$ cat config.mk
export PLATFORM = sky130hd
export DESIGN_NAME = demux_1xn_stream_flat
export DESIGN_NICKNAME = d
export VERILOG_FILES = /design/src/rtl/demux_1xn_stream_if.sv /design/src/rtl/demux_1xn_stream.sv /design/src/flat_wrapper.sv
export SDC_FILE = /design/constraint.sdc
export NUM_CORES = 1
export LEC_CHECK = 0
export ABC_AREA = 0
export BUFFER_PORTS_ARGS = -buffer_cell sky130_fd_sc_hd__buf_4
export CAP_MARGIN = 15
export CORE_ASPECT_RATIO = 1.5
export CORE_MARGIN = 2
export CORE_UTILIZATION = 43
export CTS_CLUSTER_DIAMETER = 120
export DETAILED_ROUTE_END_ITERATION = 7
export PLACE_DENSITY = 0.75
export SETUP_SLACK_MARGIN = 0.3
export SLEW_MARGIN = 40
export SYNTH_ARGS = -nofsm -noshare
export SYNTH_HDL_FRONTEND = slang
export SYNTH_SLANG_ARGS = --single-unit
$ cat constraint.sdc
create_clock -name clk -period 1.75 [get_ports clk]
set_clock_uncertainty 0.05 [all_clocks]
set_input_delay 0 -clock clk [delete_from_list [all_inputs] [get_ports clk]]
set_output_delay 0 -clock clk [all_outputs]
set_load 0.05 [all_outputs]
$ cat src/rtl/demux_1xn_stream_if.sv
// Stream bundle between one producer, the demux and NUM_CH consumers.
interface demux_1xn_stream_if #(
  parameter int unsigned DATA_W = 8,
  parameter int unsigned NUM_CH = 4,
  parameter int unsigned SEL_W  = 2
);
  logic [DATA_W-1:0]        in_data;
  logic [SEL_W-1:0]         in_sel;
  logic                     in_bcast;
  logic                     in_valid;
  logic                     in_ready;
  logic [NUM_CH*DATA_W-1:0] out_data;
  logic [NUM_CH-1:0]        out_valid;
  logic [NUM_CH-1:0]        out_ready;
  logic                     err_sel;
  logic [7:0]               drop_cnt;

  // Demux side
  modport slave (
    input  in_data, in_sel, in_bcast, in_valid, out_ready,
    output in_ready, out_data, out_valid, err_sel, drop_cnt
  );

  // Producer/consumer side
  modport master (
    output in_data, in_sel, in_bcast, in_valid, out_ready,
    input  in_ready, out_data, out_valid, err_sel, drop_cnt
  );
endinterface

$ cat src/rtl/demux_1xn_stream.sv
// Registered 1-to-NUM_CH stream demux with one holding slot per channel,
// broadcast, and a drop path for out-of-range selects.
module demux_1xn_stream #(
  parameter int unsigned DATA_W = 8,
  parameter int unsigned NUM_CH = 4,
  parameter int unsigned SEL_W  = 2
) (
  input  logic                 clk,
  input  logic                 rst_n,
  demux_1xn_stream_if.slave    bus
);
  localparam int unsigned CNT_W = 8;
  localparam int unsigned BUS_W = NUM_CH * DATA_W;

  logic [NUM_CH-1:0] r_full;
  logic [BUS_W-1:0]  r_data;
  logic              r_err;
  logic [CNT_W-1:0]  r_drop_cnt;

  logic [NUM_CH-1:0] w_free;
  logic [NUM_CH-1:0] w_hit;
  logic [NUM_CH-1:0] w_load;
  logic              w_in_range;
  logic              w_ready;
  logic              w_accept;
  logic              w_drop;

  // Slot availability, select decode and acceptance (independent of in_valid for ready)
  always_comb begin
    w_free     = '0;
    w_hit      = '0;
    w_load     = '0;
    w_ready    = 1'b0;
    w_in_range = (32'(bus.in_sel) < NUM_CH);
    for (int unsigned k = 0; k < NUM_CH; k++) begin
      w_free[k] = ~r_full[k] | bus.out_ready[k];
      w_hit[k]  = (32'(bus.in_sel) == k);
    end
    if (!rst_n) begin
      w_ready = 1'b0;
    end else if (bus.in_bcast) begin
      w_ready = &w_free;
    end else if (w_in_range) begin
      w_ready = |(w_free & w_hit);
    end else begin
      w_ready = 1'b1;
    end
    w_accept = bus.in_valid & w_ready;
    w_drop   = w_accept & ~bus.in_bcast & ~w_in_range;
    if (w_accept) begin
      w_load = bus.in_bcast ? '1 : w_hit;
    end
  end

  // Per-channel slot load/drain; a refill on the draining edge keeps the slot full
  always_ff @(posedge clk or negedge rst_n) begin
    if (!rst_n) begin
      r_full <= '0;
      r_data <= '0;
    end else begin
      for (int unsigned k = 0; k < NUM_CH; k++) begin
        if (w_load[k]) begin
          r_full[k]                 <= 1'b1;
          r_data[k*DATA_W +: DATA_W] <= bus.in_data;
        end else if (bus.out_ready[k]) begin
          r_full[k] <= 1'b0;
        end
      end
    end
  end

  // Drop reporting: one-cycle error pulse and saturating counter
  always_ff @(posedge clk or negedge rst_n) begin
    if (!rst_n) begin
      r_err      <= 1'b0;
      r_drop_cnt <= '0;
    end else begin
      r_err <= w_drop;
      if (w_drop && (r_drop_cnt != '1)) begin
        r_drop_cnt <= r_drop_cnt + CNT_W'(1);
      end
    end
  end

  assign bus.in_ready  = w_ready;
  assign bus.out_data  = r_data;
  assign bus.out_valid = r_full;
  assign bus.err_sel   = r_err;
  assign bus.drop_cnt  = r_drop_cnt;
endmodule

$ cat src/flat_wrapper.sv
// flat-port wrapper written by rule: the top's interface ports become plain ports
module demux_1xn_stream_flat 
#(
  parameter int unsigned DATA_W = 8,
  parameter int unsigned NUM_CH = 4,
  parameter int unsigned SEL_W  = 2
)
  (clk, rst_n, bus_in_data, bus_in_sel, bus_in_bcast, bus_in_valid, bus_out_ready, bus_in_ready, bus_out_data, bus_out_valid, bus_err_sel, bus_drop_cnt);
  demux_1xn_stream_if #(.DATA_W(DATA_W), .NUM_CH(NUM_CH), .SEL_W(SEL_W)) bus_i ();
  input  logic clk;
  input  logic rst_n;
  input wire logic [$bits(bus_i.in_data)-1:0] bus_in_data;
  input wire logic [$bits(bus_i.in_sel)-1:0] bus_in_sel;
  input wire logic [$bits(bus_i.in_bcast)-1:0] bus_in_bcast;
  input wire logic [$bits(bus_i.in_valid)-1:0] bus_in_valid;
  input wire logic [$bits(bus_i.out_ready)-1:0] bus_out_ready;
  output wire logic [$bits(bus_i.in_ready)-1:0] bus_in_ready;
  output wire logic [$bits(bus_i.out_data)-1:0] bus_out_data;
  output wire logic [$bits(bus_i.out_valid)-1:0] bus_out_valid;
  output wire logic [$bits(bus_i.err_sel)-1:0] bus_err_sel;
  output wire logic [$bits(bus_i.drop_cnt)-1:0] bus_drop_cnt;
  assign bus_i.in_data = bus_in_data;
  assign bus_i.in_sel = bus_in_sel;
  assign bus_i.in_bcast = bus_in_bcast;
  assign bus_i.in_valid = bus_in_valid;
  assign bus_i.out_ready = bus_out_ready;
  assign bus_in_ready = bus_i.in_ready;
  assign bus_out_data = bus_i.out_data;
  assign bus_out_valid = bus_i.out_valid;
  assign bus_err_sel = bus_i.err_sel;
  assign bus_drop_cnt = bus_i.drop_cnt;
  demux_1xn_stream #(.DATA_W(DATA_W), .NUM_CH(NUM_CH), .SEL_W(SEL_W)) u_core (.clk(clk), .rst_n(rst_n), .bus(bus_i));
endmodule
==> impl_metrics.json, run 1 <==
{
  "outcome": "finished, violations left",
  "violations": "negative hold slack, negative setup slack",
  "global_route.usage.total": 0.1937,
  "power.internal_mw": 2.008,
  "hold_buffers": 8,
  "worst_ep_required_time_ns": 1.86,
  "dpl_worst_slack_ns": -0.1867,
  "routed_via_density": 4.924,
  "globalplace.congestion": 0.7635,
  "grt_start_max_net_pins": 38,
  "max_clock_freq_ghz": 0.5166,
  "layout.cells.non_filler": 225,
  "final_net_count": 199,
  "clock_network_power_share": 0.166,
  "yosys-top-cells-area": "sky130_fd_sc_hd__dfrtp_1 (55%), sky130_fd_sc_hd__mux2_4 (15%), sky130_fd_sc_hd__mux2_2 (8.9%)",
  "clkSinkCount": 36,
  "sw_frac_of_total": 0.4251,
  "timing.final.hold_violations": 36,
  "cts_tree": "done",
  "routed_wirelength_um": 3672,
  "power.combinational.fraction": 0.493,
  "drc": 0,
  "die_width_um": 54.51,
  "final-setup-viol-count": 33,
  "areaGrowthSynthToFinish_pct": 47.07,
  "place_hpwl_um": 2695,
  "worst_skew_pair.late_latency_ns": 0.27,
  "power_per_cell_area_mw_per_mm2": 1443,
  "post-synth-top-area-cell": "sky130_fd_sc_hd__dfrtp_1",
  "worst_hold_path_type": "primary input to async pin",
  "floorplan.die_area_mm2": 0.004347,
  "worst-endpoint-arrival_ns": 2.04,
  "p_sw_mw": 1.485,
  "max_cap_viol_count": 0,
  "drive_gt1_frac": 0.6374,
  "rsz_0062_raised_after_global_routing": "true",
  "fin_total_pwr_mw": 3.492,
  "seq_area_frac_synth": 0.5475,
  "irDropWorstVdd_mv": 1.355,
  "post_synth.cell_area_avg_um2": 15.82,
  "core.rowCount": 27,
  "sum_of_overflow_across_all_layers_after_global_routing": 0,
  "worst_setup_hold_path_clk_slew_ns": 0.06,
  "start_util": 0.4468,
  "routed-via-count": 1108,
  "cts-htree-levels": 2,
  "synthCells": 104,
  "numCtsBuffers": 5,
  "post-place-cells": 209,
  "post_synth_num_cell_types": 18,
  "detail-route-antenna-nets": 0,
  "vias_in_the_first_global_route": 1178,
  "initial_drc_count": 20,
  "detail_route.first_pass.iterations": 4,
  "clock_root_buffer": "sky130_fd_sc_hd__clkbuf_8",
  "synth_top_area_share": 0.5475,
  "register_bit_total_from_synthesis": 36,
  "p_leak_nw": 1.247,
  "fin_hold_ws_ns": -0.2713,
  "post_drt_wl_per_cell_um": 16.32,
  "worst_setup_path_start_kind": "flop",
  "post-route-min-period_ns": 1.936,
  "antenna_found_initial": 0,
  "post-route-period-util": 1.106,
  "first_pass_grt_wire_length_um": 5920,
  "postLayoutSetupSlackWorst_ns": -0.1859,
  "worst-setup-path-type": "flop to flop",
  "postCtsSetupBuffers": 0,
  "buffer_ports.inserted": 54,
  "crit_fanout": 9,
  "synthesis.area_mm2": 0.001645,
  "clk_path_buf_depth": 2,
  "core_area_mm2": 0.003682,
  "timing.final.max_slew_violations": 0,
  "num_antenna_cells": 0,
  "ys.warnings.count": 0,
  "die_height_um": 79.76,
  "pin_count": 64,
  "power.sequential.fraction": 0.342,
  "crit_end_category": "flop"
}
Yosys cell counts:
library cell,instances
sky130_fd_sc_hd__nor2_1,1
sky130_fd_sc_hd__mux2_2,13
sky130_fd_sc_hd__o211a_1,1
sky130_fd_sc_hd__mux2_4,16
sky130_fd_sc_hd__mux4_2,1
sky130_fd_sc_hd__o211ai_4,4
sky130_fd_sc_hd__or2_2,1
sky130_fd_sc_hd__nand2b_1,2
sky130_fd_sc_hd__a41o_1,1
sky130_fd_sc_hd__a21oi_1,4
sky130_fd_sc_hd__dfrtp_1,36
sky130_fd_sc_hd__nand2_1,5
sky130_fd_sc_hd__conb_1,1
sky130_fd_sc_hd__buf_2,1
sky130_fd_sc_hd__mux2_1,3
sky130_fd_sc_hd__nand2b_4,4
sky130_fd_sc_hd__buf_4,9
sky130_fd_sc_hd__inv_1,1
area by class of cell:
type / instances / area (µm²)
Fill cell: 260 / 1262
Sequential cell: 36 / 905.9
Multi-Input combinational cell: 65 / 743.2
Timing Repair Buffer: 72 / 623.1
Clock buffer: 8 / 90.09
Tap cell: 43 / 53.80
Inverter: 1 / 3.754
power groups by stage:
stage / sequential, mW / combinational (mW) / clock [mW]
after detailed placement: 1.20 / 1.69 / 0
after global routing: 1.22 / 1.78 / 0.625
final: 1.19 / 1.72 / 0.579
after global placement: 1.19 / 1.66 / 0
after floorplan: 1.94 / 0.410 / 0
after CTS: 1.19 / 1.73 / 0.601
cell usage in the layout, fill, tap and decap left out:
cell type                       Yosys  routed
sky130_fd_sc_hd__buf_4              9      59
sky130_fd_sc_hd__nand2b_4           4       4
sky130_fd_sc_hd__o211ai_4           4       4
sky130_fd_sc_hd__mux2_1             3       1
sky130_fd_sc_hd__o211a_2            0       1
sky130_fd_sc_hd__dlygate4sd3_1      0       8
sky130_fd_sc_hd__mux4_2             1       1
sky130_fd_sc_hd__nor2_1             1       1
sky130_fd_sc_hd__or2_2              1       1
sky130_fd_sc_hd__clkbuf_1           0       2
sky130_fd_sc_hd__dfrtp_2            0       4
sky130_fd_sc_hd__mux2_2            13       3
sky130_fd_sc_hd__nand2b_1           2       2
sky130_fd_sc_hd__nand2_1            5       5
sky130_fd_sc_hd__conb_1             1       9
sky130_fd_sc_hd__inv_1              1       1
sky130_fd_sc_hd__a41o_1             1       1
sky130_fd_sc_hd__mux2_4            16      28
sky130_fd_sc_hd__dfrtp_1           36      32
sky130_fd_sc_hd__a21oi_1            4       4
sky130_fd_sc_hd__buf_12             0       5
sky130_fd_sc_hd__clkbuf_8           0       6
worst max-delay path, stage by stage (launching register included):
cell and delay (ns):
sky130_fd_sc_hd__dfrtp_2 0.39, sky130_fd_sc_hd__nand2b_4 0.06, sky130_fd_sc_hd__mux4_2 0.61, sky130_fd_sc_hd__o211ai_4 0.23
sky130_fd_sc_hd__buf_12 0.16, sky130_fd_sc_hd__mux2_2 0.33
sequential cells by signal, indices dropped and copies added, names as in the netlist:
register	flops
u_core.bus.out_data	32
u_core.bus.out_valid	4
per-layer routing:
layer / wire length (µm) / vias up / track usage
met4: 28 / 0 / 0.07000
met5: 0 / - / 0
met3: 214 / 4 / 0.04682
li1: - / 502 / -
met1: 1388 / 559 / 0.2338
met2: 2040 / 43 / 0.3253
final timing paths:
kind	startpoint	endpoint	slack, ns	depth (start not counted)
min in group clk	bus_out_ready[3]	u_core.bus.out_valid[3]$_DFFE_PN0P_	0.04	4
worst max-delay path	u_core.bus.out_valid[3]$_DFFE_PN0P_	u_core.bus.out_data[0]$_DFFE_PN0P_	-0.19	5
worst min register to register	u_core.bus.out_data[6]$_DFFE_PN0P_	u_core.bus.out_data[6]$_DFFE_PN0P_	0.46	1
max in group asynchronous	rst_n	u_core.bus.out_valid[2]$_DFFE_PN0P_	1.58	2
worst max register to register	u_core.bus.out_valid[3]$_DFFE_PN0P_	u_core.bus.out_data[0]$_DFFE_PN0P_	-0.19	5
worst min-delay path	rst_n	u_core.bus.out_data[18]$_DFFE_PN0P_	-0.27	2
cells by family (layout without fill, tap and decap cells):
| logic type | after synthesis | count (layout) | share of synthesized area |
|---|---|---|---|
| buf+inv | 11 | 81 | 0.04638 |
| compound gates | 10 | 10 | 0.07605 |
| other cells | 1 | 9 | 0.002279 |
| mux | 33 | 33 | 0.2692 |
| flops | 36 | 36 | 0.5475 |
| simple gates | 13 | 13 | 0.05855 |
timing repair:
action | in CTS | in global routing
setup endpoints to repair | 37 | 37
gates resized for setup | 5 | 1
endpoints found under the hold margin | 68 | 36
metrics by stage:
stage	utilization	instance area, µm²	setup TNS (ns)
finish	0.6572	2420	-5.319
global route	0.6572	2420	-6.823
CTS	0.6561	2416	-5.587
detailed placement	0.6048	2227	-5.137
global placement	0.6048	2227	-4.100
floorplan	-	1703	-10.24
Note: power is estimated with default switching activity, not from simulation.
==> run 2, diff against run 1 <==
Settings changed: CORE_UTILIZATION 43 to 48, PLACE_DENSITY 0.75 to 0.79, SETUP_SLACK_MARGIN 0.3 to 0.5.
Clock period 1.75 ns to 2.1 ns, I/O delays scaled along.
==> impl_metrics.json, run 2 (synthesis gave the netlist of run 1 again) <==
{
  "outcome": "finished clean",
  "sum_of_overflow_across_all_layers_after_global_routing": 0,
  "timing.final.hold_violations": 0,
  "worst_ep_required_time_ns": 2.22,
  "rsz_0062_raised_after_global_routing": "true",
  "final-setup-viol-count": 0,
  "final_net_count": 200,
  "worst_skew_pair.late_latency_ns": 0.28,
  "die_width_um": 51.81,
  "detail-route-antenna-nets": 0,
  "crit_path_max_incr_delay_ns": 0.60,
  "p_leak_nw": 1.207,
  "cp_slowest_cell": "sky130_fd_sc_hd__mux4_2",
  "buffer_ports.inserted": 54,
  "worst-setup-path-type": "flop to flop",
  "final_common_cell": "sky130_fd_sc_hd__buf_4",
  "numCtsBuffers": 5,
  "areaGrowthSynthToFinish_pct": 45.70,
  "vias_in_the_first_global_route": 1151,
  "place_hpwl_um": 2550,
  "power_per_cell_area_mw_per_mm2": 1192,
  "max_cap_viol_count": 0,
  "worst-endpoint-arrival_ns": 2.06,
  "totalNegativeSetupSlack_ns": 0,
  "post-place-cells": 202,
  "drive_gt1_frac": 0.6284,
  "depth_of_the_worst_register_to_register_path": 5,
  "highest-signal-layer": "met4",
  "first_pass_grt_wire_length_um": 5471,
  "setup.reg_to_reg.worst_slack_ns": 0.16,
  "pin_count": 64,
  "final_cell_mix": "sky130_fd_sc_hd__buf_4 (56), sky130_fd_sc_hd__dfrtp_1 (32), sky130_fd_sc_hd__mux2_4 (22)",
  "wl_met3_um": 171,
  "reg2reg_from": "u_core.bus.out_valid[3]$_DFFE_PN0P_",
  "max_clock_freq_ghz": 0.5154,
  "core.rowCount": 26,
  "irDropWorstVdd_mv": 0.8363,
  "worst_setup_hold_path_clk_slew_ns": 0.07,
  "cts_tree": "done",
  "start_util": 0.4910,
  "die_height_um": 75.71,
  "num_antenna_cells": 0,
  "hold_path_startpoint": "bus_out_ready[3]",
  "clock_root_buffer": "sky130_fd_sc_hd__clkbuf_8",
  "global_route.usage.total": 0.1987,
  "route.met2.wl_um": 1998,
  "worst_r2r_endpoint": "u_core.bus.out_data[16]$_DFFE_PN0P_",
  "min_to": "u_core.bus.out_valid[3]$_DFFE_PN0P_",
  "clkSinkCount": 36,
  "crit_end_category": "flop",
  "drc": 0,
  "route.layer.met1.wl_um": 1302,
  "timing.final.max_slew_violations": 0,
  "detail_route.first_pass.iterations": 4,
  "routed_wirelength_um": 3534,
  "clk_path_buf_depth": 2,
  "globalplace.congestion": 0.7304,
  "worst_hold_path_type": "primary input to flop",
  "initial_drc_count": 22,
  "post-route-min-period_ns": 1.940,
  "post-route-period-util": 0.9240,
  "worst_setup_path_start_kind": "flop",
  "core_area_mm2": 0.003351,
  "post_drt_wl_per_cell_um": 15.71,
  "path_cells": "nand2b_4 > mux4_2 > o211ai_4 > buf_12 > mux2_2",
  "floorplan.die_area_mm2": 0.003922,
  "largest_reg_flops": 32,
  "routed_via_density": 4.884,
  "worstSetupStartpoint": "u_core.bus.out_valid[3]$_DFFE_PN0P_",
  "cts-htree-levels": 2,
  "antenna_found_initial": 0,
  "layout.cells.non_filler": 225,
  "grt_start_max_net_pins": 38,
  "routed-via-count": 1099,
  "timing.hold.worst_path_depth": 4,
  "crit_fanout": 9
}
==> run 2: changes by cell type in the layout (fill, tap and decap cells not counted), moves of 3 or more <==
| cell | before | now |
|---|---|---|
| sky130_fd_sc_hd__buf_4 | 59 | 56 |
| sky130_fd_sc_hd__mux2_2 | 3 | 7 |
| sky130_fd_sc_hd__mux2_4 | 28 | 22 |
| sky130_fd_sc_hd__dlygate4sd3_1 | 8 | 12 |
==> run 2: worst max-delay path by stage <==
stage                                           to  slack [ns]  cells past startpoint
2_1_floorplan  u_core.bus.out_data[10]$_DFFE_PN0P_        0.02                      4
3_3_place_gp    u_core.bus.out_data[4]$_DFFE_PN0P_        0.13                      4
3_5_place_dp    u_core.bus.out_data[4]$_DFFE_PN0P_        0.09                      4
4_1_cts         u_core.bus.out_data[4]$_DFFE_PN0P_        0.15                      5
5_1_grt        u_core.bus.out_data[23]$_DFFE_PN0P_        0.11                      5
6_report       u_core.bus.out_data[16]$_DFFE_PN0P_        0.16                      5
==> run 2: stage by stage <==
stage	cell area (µm²)	power, mW	hold slack (ns)	setup slack [ns]	utilization
finish	2397	2.858	0.03407	0.1597	0.7155
global route	2397	2.979	0.03053	0.1055	0.7155
CTS	2396	2.886	0.01574	0.1510	0.7151
detailed placement	2131	2.371	0.03674	0.09474	0.6359
global placement	2131	2.345	0.02408	0.1305	0.6359
floorplan	1703	1.958	-0.3456	0.02478	-
==> run 2: cell type report <==
| type | instances | area, µm² |
|---|---|---|
| multi-input combinational | 65 | 724.4 |
| sequential | 36 | 905.9 |
| inverter | 1 | 3.754 |
| timing repair buffer | 73 | 623.1 |
| fill | 230 | 953.4 |
| clock inverter | 3 | 18.77 |
| tap | 42 | 52.55 |
| clock buffer | 5 | 68.82 |
==> run 2: power by group <==
group | total, mW | internal [mW] | switching, mW | leakage [nW]
combinational | 1.40 | 0.504 | 0.892 | 0.735
sequential | 0.992 | 0.875 | 0.117 | 0.425
clock | 0.469 | 0.231 | 0.239 | 0.0479
total | 2.86 | 1.61 | 1.25 | 1.21
==> run 2: metal layers <==
layer  up-vias  track usage
li1        503            -
met1       549       0.2131
met2        41       0.3618
met3         6      0.03922
met4         0       0.1111
met5         -            0
==> run 2: timing repair <==
action,4_1_cts,5_1_grt
setup buffers,3,0
hold endpoints to repair,71,0
resized for setup,3,1
endpoints found under the setup margin,37,37
hold buffers,12,0
pin swaps,2,2
==> run 2: worst max-delay path, delay by kind of cell (launching register included) <==
| family | cells | cell delay (ns) |
|---|---|---|
| compound gates | 1 | 0.23 |
| buf+inv | 1 | 0.16 |
| mux | 2 | 0.93 |
| flops | 1 | 0.39 |
| simple gates | 1 | 0.06 |
==> run 3, diff against run 2 <==
Settings changed: BUFFER_PORTS_ARGS -buffer_cell sky130_fd_sc_hd__buf_4 to -buffer_cell sky130_fd_sc_hd__buf_2, SLEW_MARGIN 40 to 0.
==> impl_metrics.json, run 3 (synthesis gave the netlist of run 1 again) <==
{
  "p_leak_nw": 1.172,
  "final_cell_mix": "sky130_fd_sc_hd__buf_2 (53), sky130_fd_sc_hd__dfrtp_1 (32), sky130_fd_sc_hd__mux2_4 (22)",
  "critical_path.endpoint": "u_core.bus.out_data[16]$_DFFE_PN0P_",
  "final_common_cell": "sky130_fd_sc_hd__buf_2",
  "drc": 0,
  "globalRouteMet1Util": 0.2266,
  "final-setup-viol-count": 0,
  "worstSetupStartpoint": "u_core.bus.out_valid[1]$_DFFE_PN0P_",
  "buffer_ports.inserted": 54,
  "first_pass_grt_wire_length_um": 5685,
  "die_width_um": 51.81,
  "cp_slowest_cell": "sky130_fd_sc_hd__mux4_2",
  "clock_root_buffer": "sky130_fd_sc_hd__clkbuf_8",
  "post-route-period-util": 0.9252,
  "setup.reg_to_reg.worst_slack_ns": 0.16,
  "violations": "negative hold slack",
  "antenna_found_initial": 0,
  "die_height_um": 75.71,
  "totalNegativeSetupSlack_ns": 0,
  "routed_wirelength_um": 3586,
  "reg2reg_from": "u_core.bus.out_valid[1]$_DFFE_PN0P_",
  "core.rowCount": 26,
  "core_area_mm2": 0.003351,
  "rsz_0062_raised_after_global_routing": "true",
  "worst_skew_pair.late_latency_ns": 0.29,
  "grt_start_max_net_pins": 38,
  "numCtsBuffers": 5,
  "max_cap_viol_count": 0,
  "clkSinkCount": 36,
  "grt_busiest_layer": "met2",
  "layout.cells.non_filler": 224,
  "num_antenna_cells": 0,
  "buf_inv_on_cp": 1,
  "initial_drc_count": 15,
  "power.sequential.fraction": 0.342,
  "worst_setup_hold_path_clk_slew_ns": 0.07,
  "hold_buffers": 11,
  "worst_hold_path_type": "primary input to flop",
  "clock_network_power_share": 0.208,
  "crit_end_category": "flop",
  "power_per_cell_area_mw_per_mm2": 1255,
  "post_drt_wl_per_cell_um": 16.01,
  "routed-via-count": 1092,
  "p_sw_mw": 1.242,
  "timing.hold.worst_path_depth": 3,
  "pin_count": 64,
  "drive_gt1_frac": 0.6209,
  "post-place-cells": 202,
  "power.combinational.fraction": 0.450,
  "final_net_count": 199,
  "worst_ep_required_time_ns": 2.22,
  "areaGrowthSynthToFinish_pct": 38.40,
  "worst_r2r_endpoint": "u_core.bus.out_data[16]$_DFFE_PN0P_",
  "power.internal_mw": 1.615,
  "sw_frac_of_total": 0.4347,
  "vias_in_the_first_global_route": 1150,
  "irDropWorstVdd_mv": 0.7267,
  "global_route.usage.total": 0.2084,
  "cts-htree-levels": 2,
  "worst-endpoint-arrival_ns": 2.06,
  "globalplace.congestion": 0.7013,
  "cts_tree": "done",
  "largest_reg_flops": 32,
  "detail-route-antenna-nets": 0,
  "crit_fanout": 9,
  "fin_hold_ws_ns": -0.07136,
  "path_cells": "nand2b_4 > mux4_2 > o211ai_4 > buf_12 > mux2_2",
  "critical_path_cell_count": 5,
  "depth_of_the_worst_register_to_register_path": 5,
  "grt_util_met3": 0.04706,
  "worst_setup_path_start_kind": "flop",
  "timing.final.hold_violations": 1,
  "grt.met2_usage": 0.3732,
  "delay_heaviest_family_cp": "multiplexers",
  "post-route-min-period_ns": 1.943,
  "clk_path_buf_depth": 2,
  "timing.final.max_slew_violations": 0,
  "crit_path_max_incr_delay_ns": 0.59,
  "place_hpwl_um": 2569,
  "floorplan.die_area_mm2": 0.003922,
  "max_clock_freq_ghz": 0.5147,
  "sum_of_overflow_across_all_layers_after_global_routing": 0,
  "fillerInstances": 242,
  "detail_route.first_pass.iterations": 4,
  "routed_via_density": 4.875,
  "start_util": 0.4910,
  "worst-setup-path-type": "flop to flop",
  "outcome": "finished, violations left"
}
run 3: changes by cell type in the layout (fill, tap and decap cells not counted):
cell	change
sky130_fd_sc_hd__clkinv_4	-1
sky130_fd_sc_hd__a41o_1	+1
sky130_fd_sc_hd__dlygate4sd3_1	-1
sky130_fd_sc_hd__clkbuf_1	+1
sky130_fd_sc_hd__bufinv_16	+1
sky130_fd_sc_hd__a41o_2	-1
sky130_fd_sc_hd__buf_4	-54
sky130_fd_sc_hd__buf_6	+1
sky130_fd_sc_hd__buf_2	+53
sky130_fd_sc_hd__clkinv_2	-1
run 3: routing by layer:
metal / part of all wire / up-vias
met3: 0.059 / 9
met4: 0.026 / 0
li1: - / 499
met1: 0.37 / 539
met5: 0 / -
met2: 0.54 / 45
run 3: worst min-delay path by stage:
stage	slack [ns]	startpoint	end
final	-0.07	bus_out_ready[3]	u_core.bus.out_valid[3]$_DFFE_PN0P_
after global routing	-0.06	bus_out_ready[3]	u_core.bus.out_valid[3]$_DFFE_PN0P_
after CTS	-0.08	bus_out_ready[3]	u_core.bus.out_valid[3]$_DFFE_PN0P_
after detailed placement	0.06	rst_n	u_core.bus.out_data[26]$_DFFE_PN0P_
after global placement	0.04	rst_n	u_core.bus.out_data[10]$_DFFE_PN0P_
after floorplan	-0.35	rst_n	u_core.bus.out_data[0]$_DFFE_PN0P_
run 3: what timing repair did:
action                                 in CTS  in global routing
setup buffers                               3                  0
gates cloned                                0                  0
setup endpoints to repair                  37                 37
resized for setup                           4                  1
pin swaps                                   3                  3
endpoints found under the hold margin      71                  1
run 3: final cells by class:
cell class,count,area [µm²],area share
flip-flops and latches,36,905.9,0.3978
multi-input cells,65,723.2,0.3176
repair buffers,72,484.2,0.2126
clock buffers,6,72.57,0.03187
well taps,42,52.55,0.02308
clock inverters,2,35.03,0.01538
inverters,1,3.754,0.001648
run 3: worst reg2reg max path, cell delays in order (launching register included):
cell                       delay, ns
sky130_fd_sc_hd__dfrtp_2        0.39
sky130_fd_sc_hd__nand2b_4       0.06
sky130_fd_sc_hd__mux4_2         0.59
sky130_fd_sc_hd__o211ai_4       0.23
sky130_fd_sc_hd__buf_12         0.16
sky130_fd_sc_hd__mux2_2         0.34
run 3: metrics by stage:
step           area (µm²)  power [mW]  utilization  hold slack, ns  worst slack [ns]
2_1_floorplan        1703       1.958            -         -0.3456           0.02478
3_3_place_gp         1996       2.218       0.5956         0.03842            0.1344
3_5_place_dp         1996       2.243       0.5956         0.05530           0.06887
4_1_cts              2275       2.878       0.6789        -0.07691            0.1322
5_1_grt              2277       2.974       0.6796        -0.06209            0.1308
6_report             2277       2.857       0.6796        -0.07136            0.1572
run 3: power by group through the flow:
stage	Sequential [mW]	Combinational, mW	Clock (mW)
final	0.977	1.28	0.595
after global routing	0.998	1.34	0.637
after CTS	0.977	1.29	0.608
after detailed placement	0.987	1.26	0
after global placement	0.983	1.23	0
after floorplan	1.62	0.342	0
